`src/rtl/clock_divider_bank_if.sv`:
```
// Configuration write channel of clock_divider_bank: valid/ready handshake
// carrying a target channel, a divide ratio and an enable.
interface clock_divider_bank_if #(
  parameter int NUM_CHANNELS = 7,
  parameter int DIV_WIDTH    = 8
);
  localparam int CH_W = (NUM_CHANNELS > 1) ? $clog2(NUM_CHANNELS) : 1;

  logic                 cfg_valid;
  logic                 cfg_ready;
  logic [CH_W-1:0]      cfg_channel;
  logic [DIV_WIDTH-1:0] cfg_div;
  logic                 cfg_en;

  modport master (
    output cfg_valid,
    output cfg_channel,
    output cfg_div,
    output cfg_en,
    input  cfg_ready
  );

  modport slave (
    input  cfg_valid,
    input  cfg_channel,
    input  cfg_div,
    input  cfg_en,
    output cfg_ready
  );
endinterface

```
`src/rtl/clock_divider_bank.sv`:
```
// Bank of independently programmable integer clock dividers. New ratio/enable
// settings are held pending and only applied at a period boundary.
module clock_divider_bank #(
  parameter int NUM_CHANNELS = 7,
  parameter int DIV_WIDTH    = 8,
  parameter int DEFAULT_DIV  = 1
) (
  input  logic                    clock,
  input  logic                    reset_n,
  clock_divider_bank_if.slave     cfg,
  output logic [NUM_CHANNELS-1:0] clk_out,
  output logic [NUM_CHANNELS-1:0] tick,
  output logic [NUM_CHANNELS-1:0] busy
);
  localparam int CH_W = (NUM_CHANNELS > 1) ? $clog2(NUM_CHANNELS) : 1;
  localparam logic [DIV_WIDTH-1:0] DIV_ONE  = DIV_WIDTH'(1);
  localparam logic [DIV_WIDTH-1:0] DIV_TWO  = DIV_WIDTH'(2);
  localparam logic [DIV_WIDTH-1:0] DEF_DIV  = DIV_WIDTH'(DEFAULT_DIV);
  localparam logic [DIV_WIDTH:0]   WIDE_ONE = (DIV_WIDTH+1)'(1);
  localparam logic                 G1_RST   = (DEFAULT_DIV == 1);

  logic [DIV_WIDTH-1:0] div_q  [NUM_CHANNELS];
  logic [DIV_WIDTH-1:0] div_d  [NUM_CHANNELS];
  logic [DIV_WIDTH-1:0] cnt_q  [NUM_CHANNELS];
  logic [DIV_WIDTH-1:0] cnt_d  [NUM_CHANNELS];
  logic [DIV_WIDTH-1:0] pdiv_q [NUM_CHANNELS];
  logic [DIV_WIDTH-1:0] pdiv_d [NUM_CHANNELS];

  logic [NUM_CHANNELS-1:0] en_q, en_d;
  logic [NUM_CHANNELS-1:0] pen_q, pen_d;
  logic [NUM_CHANNELS-1:0] busy_q, busy_d;
  logic [NUM_CHANNELS-1:0] oq_q, oq_d;
  logic [NUM_CHANNELS-1:0] tq_q, tq_d;
  logic [NUM_CHANNELS-1:0] g1_q, g1_d;
  logic [NUM_CHANNELS-1:0] sel;
  logic [NUM_CHANNELS-1:0] wrap;
  logic                    cfg_ready_w;
  logic                    accept;

  // Out-of-range channel numbers match nothing, so they stay ready and are dropped.
  always_comb begin
    cfg_ready_w = 1'b1;
    sel         = '0;
    for (int i = 0; i < NUM_CHANNELS; i++) begin
      if (cfg.cfg_channel == CH_W'(i)) begin
        sel[i]      = 1'b1;
        cfg_ready_w = !busy_q[i];
      end
    end
  end

  assign cfg.cfg_ready = cfg_ready_w;
  assign accept        = cfg.cfg_valid && cfg_ready_w;

  always_comb begin
    div_d  = div_q;
    cnt_d  = cnt_q;
    pdiv_d = pdiv_q;
    en_d   = en_q;
    pen_d  = pen_q;
    busy_d = busy_q;
    wrap   = '0;
    oq_d   = '0;
    tq_d   = '0;
    g1_d   = '0;
    for (int i = 0; i < NUM_CHANNELS; i++) begin
      wrap[i] = (cnt_q[i] == div_q[i] - DIV_ONE);
      if (busy_q[i] && (!en_q[i] || wrap[i])) begin
        div_d[i]  = pdiv_q[i];
        en_d[i]   = pen_q[i];
        cnt_d[i]  = '0;
        busy_d[i] = 1'b0;
      end else if (en_q[i]) begin
        cnt_d[i] = wrap[i] ? '0 : cnt_q[i] + DIV_ONE;
      end
      if (accept && sel[i]) begin
        pdiv_d[i] = (cfg.cfg_div == '0) ? DIV_ONE : cfg.cfg_div;
        pen_d[i]  = cfg.cfg_en;
        busy_d[i] = 1'b1;
      end
      // High for ceil(n/2) cycles so odd ratios carry the extra cycle high.
      oq_d[i] = en_d[i] && (div_d[i] >= DIV_TWO) &&
                ({1'b0, cnt_d[i]} < (({1'b0, div_d[i]} + WIDE_ONE) >> 1));
      tq_d[i] = en_d[i] && (cnt_d[i] == '0);
      g1_d[i] = en_q[i] && (div_q[i] == DIV_ONE);
    end
  end

  always_ff @(posedge clock or negedge reset_n) begin
    if (!reset_n) begin
      for (int i = 0; i < NUM_CHANNELS; i++) begin
        div_q[i]  <= DEF_DIV;
        cnt_q[i]  <= DEF_DIV - DIV_ONE;
        pdiv_q[i] <= DEF_DIV;
      end
      en_q   <= '1;
      pen_q  <= '1;
      busy_q <= '0;
      oq_q   <= '0;
      tq_q   <= '0;
    end else begin
      div_q  <= div_d;
      cnt_q  <= cnt_d;
      pdiv_q <= pdiv_d;
      en_q   <= en_d;
      pen_q  <= pen_d;
      busy_q <= busy_d;
      oq_q   <= oq_d;
      tq_q   <= tq_d;
    end
  end

  // Gate for ratio 1: only changes while clock is low, so the AND never chops a pulse.
  always_latch begin
    if (!reset_n) begin
      g1_q <= {NUM_CHANNELS{G1_RST}};
    end else if (!clock) begin
      g1_q <= g1_d;
    end
  end

  assign clk_out = ({NUM_CHANNELS{clock}} & g1_q) | oq_q;
  assign tick    = tq_q;
  assign busy    = busy_q;
endmodule

```
`src/flat_wrapper.sv`:
```
// flat-port wrapper written by rule: the top's interface ports become plain ports
module clock_divider_bank_flat 
#(
  parameter int NUM_CHANNELS = 7,
  parameter int DIV_WIDTH    = 8,
  parameter int DEFAULT_DIV  = 1
)
  (clock, reset_n, clk_out, tick, busy, cfg_cfg_valid, cfg_cfg_channel, cfg_cfg_div, cfg_cfg_en, cfg_cfg_ready);
  clock_divider_bank_if #(.NUM_CHANNELS(NUM_CHANNELS), .DIV_WIDTH(DIV_WIDTH)) cfg_i ();
  input  logic clock;
  input  logic reset_n;
  output logic [NUM_CHANNELS-1:0] clk_out;
  output logic [NUM_CHANNELS-1:0] tick;
  output logic [NUM_CHANNELS-1:0] busy;
  input wire logic [$bits(cfg_i.cfg_valid)-1:0] cfg_cfg_valid;
  input wire logic [$bits(cfg_i.cfg_channel)-1:0] cfg_cfg_channel;
  input wire logic [$bits(cfg_i.cfg_div)-1:0] cfg_cfg_div;
  input wire logic [$bits(cfg_i.cfg_en)-1:0] cfg_cfg_en;
  output wire logic [$bits(cfg_i.cfg_ready)-1:0] cfg_cfg_ready;
  assign cfg_i.cfg_valid = cfg_cfg_valid;
  assign cfg_i.cfg_channel = cfg_cfg_channel;
  assign cfg_i.cfg_div = cfg_cfg_div;
  assign cfg_i.cfg_en = cfg_cfg_en;
  assign cfg_cfg_ready = cfg_i.cfg_ready;
  clock_divider_bank #(.NUM_CHANNELS(NUM_CHANNELS), .DIV_WIDTH(DIV_WIDTH), .DEFAULT_DIV(DEFAULT_DIV)) u_core (.clock(clock), .reset_n(reset_n), .cfg(cfg_i), .clk_out(clk_out), .tick(tick), .busy(busy));
endmodule
```
`config.mk`:
```
export PLATFORM = sky130hd
export DESIGN_NAME = clock_divider_bank_flat
export DESIGN_NICKNAME = d
export VERILOG_FILES = /design/src/rtl/clock_divider_bank_if.sv /design/src/rtl/clock_divider_bank.sv /design/src/flat_wrapper.sv
export SDC_FILE = /design/constraint.sdc
export NUM_CORES = 1
export LEC_CHECK = 0
export CORE_ASPECT_RATIO = 2
export CORE_MARGIN = 1.5
export CORE_UTILIZATION = 63
export DETAILED_ROUTE_END_ITERATION = 7
export PLACE_DENSITY = 0.8
export SLEW_MARGIN = 20
export SYNTH_ARGS = -nofsm -noshare
export SYNTH_HDL_FRONTEND = slang
export SYNTH_SLANG_ARGS = --single-unit
export TNS_END_PERCENT = 30
```
`constraint.sdc`:
```
create_clock -name clock -period 5.7 [get_ports clock]
set_clock_uncertainty 0.05 [all_clocks]
set_input_delay 1.14 -clock clock [delete_from_list [all_inputs] [get_ports clock]]
set_output_delay 1.14 -clock clock [all_outputs]
set_load 0.01 [all_outputs]
```
Word level (Yosys, flattened, before mapping)
Cells that the tools add are included.
W data, S select, Z words.

operators by class
  reduce and logical (&&, ||, !) cells = 80
  equal/unequal tests = 20
  bitwise operators = 2
  multiplexer cells = 68
  order comparisons = 14
  $add $sub $neg = 21

operators with widths
  operator               number
  $mux W8                29
  $logic_not A8 Y1       8
  $add A8 B1 Y9 const B  7
  $add A8 B1 Y8 const B  7
  $eq A8 B1 Y1 const B   7
  $eq A8 B8 Y1           7
  $ge A8 B2 Y1 const B   7
  $lt A8 B8 Y1           7
  $sub A8 B1 Y8 const B  7
  $logic_and A1 B1 Y1    43
  $mux W1                35
  $mux W7                4
  $logic_not A1 Y1       14
  $reduce_bool A2 Y1     7
  $eq A3 B3 Y1 const B   3
  $and A7 B7 Y7          1
  $logic_or A1 B1 Y1     7
  $or A7 B7 Y7           1
  $eq A3 B2 Y1 const B   2
  $eq A3 B1 Y1 const B   1
  $logic_not A3 Y1       1

storage, ports and cells
  output and inout port bits = 22
  flip-flop bits (word level) = 203
  logic and storage cells = 250
  input bits = 15
  latch bits = 7

Longest topological paths before layout
Gate-level depths: netlist (run 1).

  word-level depth = 11
  depth in mapped cells = 23
  gate-level depth less buffers = 21

==> metrics.txt, run 1 <==
status finished, final reports clean; starting utilization of the core area 0.641; Max Slew Vio Count 0; synth top area cells dfrtp_1 (32%), mux2_2 (9.8%), ha_1 (7.6%); Yosys warnings 0; cell taking the most area after synthesis dfrtp_1; Avg Cell Area, Syn 9.60 um^2; first-pass GRT wire length 58200 um; row cnt 76; Post-Route WL 36600 um; most common cell after layout, fill and taps aside dfrtp_1; vias in the first global route 11600; NetSw 3.36 mW; Die Ht 213 um; post-CTS setup buffers 0; Die ar. 0.0229 mm^2; Met3 Routed Length 1870 um; Hold WC Path Type input pin to clock gate; synthesized flop and latch total 210; setup violators final 0; most frequent cells in the layout dfrtp_1 (175), nor2_1 (143), mux2_2 (120); area delta synth->final 11.5%; number of port buffers 36; vias per cell 6.50; RSZ-0062 raised after global routing false; Worst Max-Slew Pin Slew 826 ps; worst setup slack after placement 744 ps; CTS tree built; crit path max fanout 4; maxcap violations 0; CP Data Arrival Time 4420 ps; WL met2 19400 um; crit start category clock port; Static Leak 6.83 nW; routability cong. 0.882; sequential share of power 0.345; Congestion Overflow GR 0; count of cell types in the netlist 76; Fin. Hold Viols 0; Top Ports 37; total number of vias 11300; Internal 4.80 mW; Post-Syn Nets 1541; Gate Count Post-Synth 1442; Detailed Route Iter0 Violations 925; post-synth top area share 0.316; DR pass1 iterations 5; maximum VDD drop 0.335 mV; Total Power 8.17 mW; Routed met1 length 12600 um; power share of the clock group 0.259; Synth Flop Type dfrtp_1; Final ANT Viol Nets 0; Setup WS post-layout 89.8 ps; worst reg-to-reg path cell count 17; Clock Latency Late Sink 640 ps; Wirelength per Cell 21.0 um; DRC 0; Post-synth EDFFs 0; Worst slew margin 0.449; Hold Path Cell Cnt 5; Overall Global Routing Usage 0.335; switching share of power 0.412; ys async rst share 0.967; Power Dens Cells 529 mW/mm^2; Comb power frac 0.396; layout cells sized above 1 0.159; core area 0.0216 mm^2; initial antenna violation count 1; Nets 1552; highest metal used met4; final setup TNS 0 ps; Worst Path Required 4510 ps; Detailed Place HPWL 25400 um; Mapped Area 0.0138 mm^2; largest net degree at the start of global routing 68; die width 108 um; Worst Setup Path Type clock port to primary output; CP Capture Type primary output
## final cells by class
cell class                      count  area [um^2]
Multi-Input combinational cell   1101         8100
Antenna cell                        1         2.50
Inverter                           49          184
Clock inverter                      6         36.3
Clock buffer                       58         1140
Fill cell                        1597         6140
Tap cell                          273          342
Timing Repair Buffer               45          419
Sequential cell                   210         5220
## cell usage after synthesis, drive strengths merged (22+ instances only)
library cell  instances
a21oi                41
o21ai                51
clkbuf               63
xor2                 73
inv                  49
xnor2                92
mux2i                34
dfrtp               175
a21o                 22
nand3                71
nand4                41
and3                 22
dfstp                28
mux2                122
nor4                 25
ha                   84
nand2                95
nor3                 27
nor2                143
## through the flow
step	util	hold WS (ps)	area, um^2	std cells
6_report	0.715	178	15400	1743
5_1_grt	0.715	323	15400	1742
4_1_cts	0.715	218	15400	1742
3_5_place_dp	0.663	-689	14300	1683
3_3_place_gp	0.663	-710	14300	1683
2_1_floorplan	-	-1760	13800	1442
## what timing repair did
action / in CTS / in global routing
resized for setup: 7 / 0
endpoints found under the setup margin: 7 / 0
endpoints found under the hold margin: 1 / 0
hold buffers: 2 / 0
## layer usage
| metal | up-vias | GRT usage |
|---|---|---|
| li1 | 5148 | - |
| met1 | 5553 | 0.323 |
| met2 | 444 | 0.601 |
| met3 | 178 | 0.0769 |
| met4 | 0 | 0.264 |
| met5 | - | 0 |
## power groups by stage
| stage | Sequential (mW) | Combinational, mW | Clock, mW |
|---|---|---|---|
| 6_report | 2.82 | 3.23 | 2.12 |
| 5_1_grt | 2.88 | 3.56 | 2.21 |
| 4_1_cts | 2.77 | 3.20 | 2.14 |
| 3_5_place_dp | 2.80 | 3.14 | 0.111 |
| 3_3_place_gp | 2.77 | 3.03 | 0.111 |
| 2_1_floorplan | 2.32 | 2.72 | 0.0656 |
## worst max-delay path, cell delays in order
cell           delay (ps)
clkbuf_16             130
clkbuf_16             130
clkbuf_16             130
clkbuf_16             130
clkbuf_16             130
clkbuf_16             140
clkbuf_16             130
clkbuf_16             150
a21o_1                200
dlygate4sd2_1         280
## kinds of logic (layout without fill, tap and decap cells)
logic type      Yosys count  in the layout  share of synthesized area
simple gates            496            496                      0.180
flops                   203            203                      0.369
compound gates          200            200                     0.0972
xor+xnor                165            165                      0.104
mux                     156            156                      0.124
buf+inv                 131            158                     0.0408
fa+ha+maj                84             84                     0.0759
latches                   7              7                    0.00759
other cells               0              1                          0
## state kept, by name, summed over array words and instances, names as in the netlist
signal,cells
u_core.en_q,7
u_core.g1_q,7
u_core.pen_q,7
u_core.tick,7
u_core.pdiv_q,56
u_core.cnt_q,56
u_core.oq_q,7
u_core.div_q,56
u_core.busy,7
## worst paths after layout
kind,endpoint,slack (ps),startpoint
max,clk_out[5],90,clock
min,clock gate,180,reset_n
max reg2reg,u_core.oq_q[5],860,u_core.div_q[10]
min reg2reg,u_core.pdiv_q[8],450,u_core.pdiv_q[8]
max in group gated,clock gate,2160,reset_n
max in group asynchronous,u_core.busy[2],2570,reset_n
min in group clock,u_core.pdiv_q[8],450,u_core.pdiv_q[8]
min in group asynchronous,u_core.tick[0],970,reset_n
No activity file was read; power rests on OpenSTA's default activity.
==> run 2: changes to the inputs <==
--- a/config.mk
+++ b/config.mk
@@ -7,9 +7,11 @@
 export LEC_CHECK = 0
 export CORE_ASPECT_RATIO = 2
 export CORE_MARGIN = 1.5
-export CORE_UTILIZATION = 63
+export CORE_UTILIZATION = 65
+export CTS_BUF_LIST = sky130_fd_sc_hd__clkbuf_4
 export DETAILED_ROUTE_END_ITERATION = 7
-export PLACE_DENSITY = 0.8
+export MAX_ROUTING_LAYER = met4
+export PLACE_DENSITY = 0.82
 export SLEW_MARGIN = 20
 export SYNTH_ARGS = -nofsm -noshare
 export SYNTH_HDL_FRONTEND = slang
==> run 2 against run 1 <==
Sequential power hardly changed. Global-route usage is 1.2 points higher. Non-clock buffer count is 1 lower. First-iteration DRC count is 19% lower. Cell count is 2.6% higher. Sequential cell count stayed put. Die area is 3.0% lower. Combinational power is 1% lower. Critical path depth is 1 higher. Clock power is 28% lower.
==> metrics.txt, run 2 (synthesis results as in run 1) <==
starting utilization of the core area 0.662; Static Leak 6.73 nW; Fill cells 1541; CP Capture Type primary output; Fin. Hold Viols 0; CP top delay family buffers and inverters; Worst-path clk slew 70 ps; Wirelength per Cell 19.7 um; maxcap violations 0; RSZ-0062 raised after global routing false; Power Dens Cells 499 mW/mm^2; most common cell after layout, fill and taps aside dfrtp_1; Worst Path Required 4510 ps; area delta synth->final 8.82%; vias in the first global route 12100; Die ar. 0.0222 mm^2; layout cells sized above 1 0.182; DR pass1 iterations 5; core area 0.0209 mm^2; Placed Area 0.0143 mm^2; Overall Global Routing Usage 0.347; critical path's most frequent cell clkbuf_4; CP Data Arrival Time 4400 ps; CTS tree built; Nets 1580; worst path cell trace clkbuf_4 > clkbuf_4 > clkbuf_4 > clkbuf_4 > clkbuf_4 > clkbuf_4 > clkbuf_4 > clkbuf_4 > buf_4 > a21o_1 > dlygate4sd2_1; biggest regs u_core.cnt_q: 56 flops, u_core.div_q: 56 flops, u_core.pdiv_q: 56 flops; total number of vias 11400; Die Ht 209 um; Worst Max-Slew Pin Slew 766 ps; Max Slew Vio Count 0; Clock Latency Late Sink 780 ps; Hold Path Cell Cnt 2; DRC 0; Post-Route WL 35200 um; first-pass GRT wire length 58100 um; Detailed Route Iter0 Violations 752; number of port buffers 36; row cnt 75; worst reg-to-reg path cell count 18; maximum VDD drop 0.338 mV; die width 106 um; most frequent cells in the layout dfrtp_1 (175), nor2_1 (143), mux2_2 (120); Detailed Place HPWL 25300 um; Final Cell Area 0.0151 mm^2; slowest CP cell dlygate4sd2_1; initial antenna violation count 0; Worst Setup Path Type clock port to primary output; Total Power 7.52 mW; CP Buf/Inv Count 10; Top Ports 37; routability cong. 0.893; crit start category clock port; largest net degree at the start of global routing 58; Final ANT Viol Nets 0; vias per cell 6.39; setup violators final 0; Worst slew margin 0.489; Congestion Overflow GR 0; CP max stage delay 270 ps; crit path max fanout 3; Hold WC Path Type flop to flop; final setup TNS 0 ps; antenna diode instance count 0; Levels on crit path 11; status finished, final reports clean; Post-Route Utilization 0.720
## run 2: path summary, 6_finish.rpt
path                                  start                 to  slack, ps
min reg2reg                u_core.pdiv_q[0]   u_core.pdiv_q[0]        450
max reg2reg                u_core.div_q[26]     u_core.oq_q[3]        990
min in group asynchronous           reset_n    u_core.div_q[3]        850
max                                   clock         clk_out[1]        110
max in group gated                  reset_n         clock gate       1960
max in group asynchronous           reset_n  u_core.pdiv_q[30]       3220
min in group gated                  reset_n         clock gate        560
min                        u_core.pdiv_q[0]   u_core.pdiv_q[0]        450
## run 2: repair_timing
action	in CTS	in global routing
endpoints found under the hold margin	1	0
cloned	0	0
pin swaps	1	0
setup buffers	0	0
hold buffers	3	0
setup endpoints to repair	7	6
resized for setup	8	6
## run 2: area by class of cell
class | instances | area, um^2 | area share
clock buffer | 98 | 739 | 0.0491
tap | 269 | 337 | 0.0223
clock inverter | 18 | 68.8 | 0.00457
inverter | 49 | 184 | 0.0122
sequential | 210 | 5220 | 0.346
multi-input combinational | 1101 | 8100 | 0.538
timing repair buffer | 44 | 414 | 0.0275
## run 2: metal layers
metal  GRT usage  up-vias  share of wire
li1            -     5246              -
met1       0.311     5551           0.33
met2       0.614      436           0.55
met3      0.0879      206          0.049
met4       0.260        0          0.075
met5           -        -              0
## run 2: power breakdown
| part | total [mW] | switching, mW | leakage [nW] | internal, mW |
|---|---|---|---|---|
| clock | 1.52 | 0.753 | 0.537 | 0.765 |
| combinational | 3.19 | 1.67 | 3.62 | 1.52 |
| sequential | 2.81 | 0.846 | 2.57 | 1.96 |
| total | 7.52 | 3.27 | 6.73 | 4.25 |
## run 2: stage by stage
stage	hold WS (ps)	instances	setup slack, ps
detailed placement	-983	1677	755
CTS	451	1790	7.88
global placement	-984	1677	756
finish	452	1789	111
global route	484	1789	8.45
floorplan	-1760	1442	1220
## run 2: worst register-to-register path: stages, from the launching register on
cell and delay [ps]:
dfrtp_1 480, or4_1 600, nor2_1 140, xnor2_1 130, nand4_1 130, o31a_1 350, nand2b_1 160, buf_4 220
mux2_2 290, ha_1 290, nand3_1 110, mux2i_1 190, xnor2_1 160, ha_1 270, a21o_1 180, a21oi_1 140
nor2b_1 60, a2111oi_0 430, o2111a_1 250
==> run 3: changes to the inputs <==
==> constraint.sdc (replaced) <==
create_clock -name clock -period 5.7 [get_ports clock]
set_clock_uncertainty 0.05 [all_clocks]
set_input_delay 1.14 -clock clock [delete_from_list [all_inputs] [get_ports clock]]
set_output_delay 1.14 -clock clock [all_outputs]
set_load 0.1 [all_outputs]
==> run 3 against run 2 <==
The flow now finishes with violations (setup timing). First-iteration DRC count fell by 12%. Cell count about the same. Critical path depth did not move.
==> metrics.txt, run 3 (synthesis results as in run 1) <==
switching share of power 0.460; core area 0.0209 mm^2; HP Start u_core.pdiv_q[8]; Congestion Overflow GR 0; most common cell after layout, fill and taps aside dfrtp_1; worst path cell trace clkbuf_4 > clkbuf_4 > clkbuf_4 > clkbuf_4 > clkbuf_4 > clkbuf_4 > clkbuf_4 > clkbuf_4 > clkbuf_4 > a21o_1 > buf_6; row cnt 75; Min Hold Slack 449 ps; critical path's most frequent cell clkbuf_4; Worst R2R Setup Slack 840 ps; r2r startpoint u_core.div_q[9]; Fin. Hold Viols 0; Worst slew margin 0.266; Die Ht 209 um; worst reg-to-reg path cell count 19; Worst-path clk slew 70 ps; Comb power frac 0.421; Max Slew Vio Count 0; starting utilization of the core area 0.662; maximum VDD drop 0.428 mV; power share of the clock group 0.228; CP max stage delay 210 ps; Setup WS post-layout -6.02 ps; vias in the first global route 11900; CP Data Arrival Time 4520 ps; Worst Path Required 4510 ps; slowest CP cell a21o_1; Detailed Place HPWL 25100 um; Die ar. 0.0222 mm^2; area delta synth->final 9.05%; Hold Path End u_core.pdiv_q[8]; CP Capture Type primary output; Overall Global Routing Usage 0.347; setup violators final 1; post-CTS setup buffers 0; sequential share of power 0.351; routability cong. 0.913; biggest regs u_core.cnt_q: 56 flops, u_core.div_q: 56 flops, u_core.pdiv_q: 56 flops; total number of vias 11300; Hold WC Path Type flop to flop; Total Power 7.98 mW; Hold Path Cell Cnt 2; Detailed Route Iter0 Violations 661; Final ANT Viol Nets 0; Clock Latency Late Sink 800 ps; most frequent cells in the layout dfrtp_1 (175), nor2_1 (143), mux2_2 (120); largest net degree at the start of global routing 57; number of port buffers 36; CTS tree built; initial antenna violation count 1; die width 106 um; Static Leak 6.75 nW; Internal 4.31 mW; crit start category clock port; Nets 1580; Post-Route WL 34500 um; layout cells sized above 1 0.190; Wirelength per Cell 19.3 um; maxcap violations 0; DR pass1 iterations 6; Crit Reg-Reg Endpoint u_core.oq_q[5]; crit path max fanout 4; NetSw 3.67 mW; Top Ports 37; status finished, violations left; Worst Max-Slew Pin Slew 1100 ps; vias per cell 6.32; first-pass GRT wire length 56900 um; failing checks setup timing; RSZ-0062 raised after global routing true; DRC 0; Power Dens Cells 529 mW/mm^2; Worst Setup Path Type clock port to primary output
## run 3: repair_timing
item | in CTS | in global routing
cloned | 0 | 0
gates resized for setup | 35 | 11
endpoints found under the setup margin | 7 | 6
endpoints found under the hold margin | 1 | 0
hold buffers | 3 | 0
## run 3: power by group through the flow
| stage | sequential [mW] | clock [mW] | combinational, mW |
|---|---|---|---|
| 2_1_floorplan | 2.48 | 0.296 | 2.73 |
| 3_3_place_gp | 2.77 | 0.340 | 3.17 |
| 3_5_place_dp | 2.80 | 0.340 | 3.31 |
| 4_1_cts | 2.77 | 1.83 | 3.34 |
| 5_1_grt | 2.88 | 1.94 | 3.72 |
| 6_report | 2.80 | 1.82 | 3.36 |
## run 3: worst max-delay path, delay by kind of cell
kind	cells	cell delay, ps
buffers and inverters	10	1450
AOI/OAI and AO/OA	1	210
## run 3: through the flow
stage	setup TNS, ps	instance area [um^2]	setup WS (ps)	util	cells
finish	-6.02	15100	-6.02	0.721	1790
global placement	0	14300	156	0.683	1678
floorplan	0	13800	703	-	1442
global route	-164	15100	-101	0.721	1790
CTS	-273	15100	-153	0.720	1788
detailed placement	0	14300	153	0.683	1678
## run 3: how the worst max path moves through the flow
stage	from	to	slack, ps	cells after the start
global placement	u_core.g1_q[1]	clk_out[1]	160	2
CTS	clock	clk_out[0]	-150	11
global route	clock	clk_out[3]	-100	11
floorplan	u_core.g1_q[0]	clk_out[0]	700	1
finish	clock	clk_out[3]	-6	11
detailed placement	u_core.g1_q[6]	clk_out[6]	150	2
## run 3: per-layer routing
metal | vias up | part of all wire | track usage | routed length (um)
met5 | - | 0 | - | 0
met4 | 0 | 0.078 | 0.294 | 2690
met3 | 198 | 0.048 | 0.0963 | 1650
met2 | 372 | 0.54 | 0.591 | 18700
met1 | 5499 | 0.33 | 0.310 | 11500
li1 | 5245 | - | - | -
## run 3: cell type report
cell class / count / area [um^2]
tap: 269 / 337
sequential: 210 / 5220
multi-input combinational: 1101 / 8100
clock buffer: 104 / 790
timing repair buffer: 45 / 419
antenna: 2 / 5.00
inverter: 49 / 184
clock inverter: 10 / 40.0
fill: 1522 / 5830
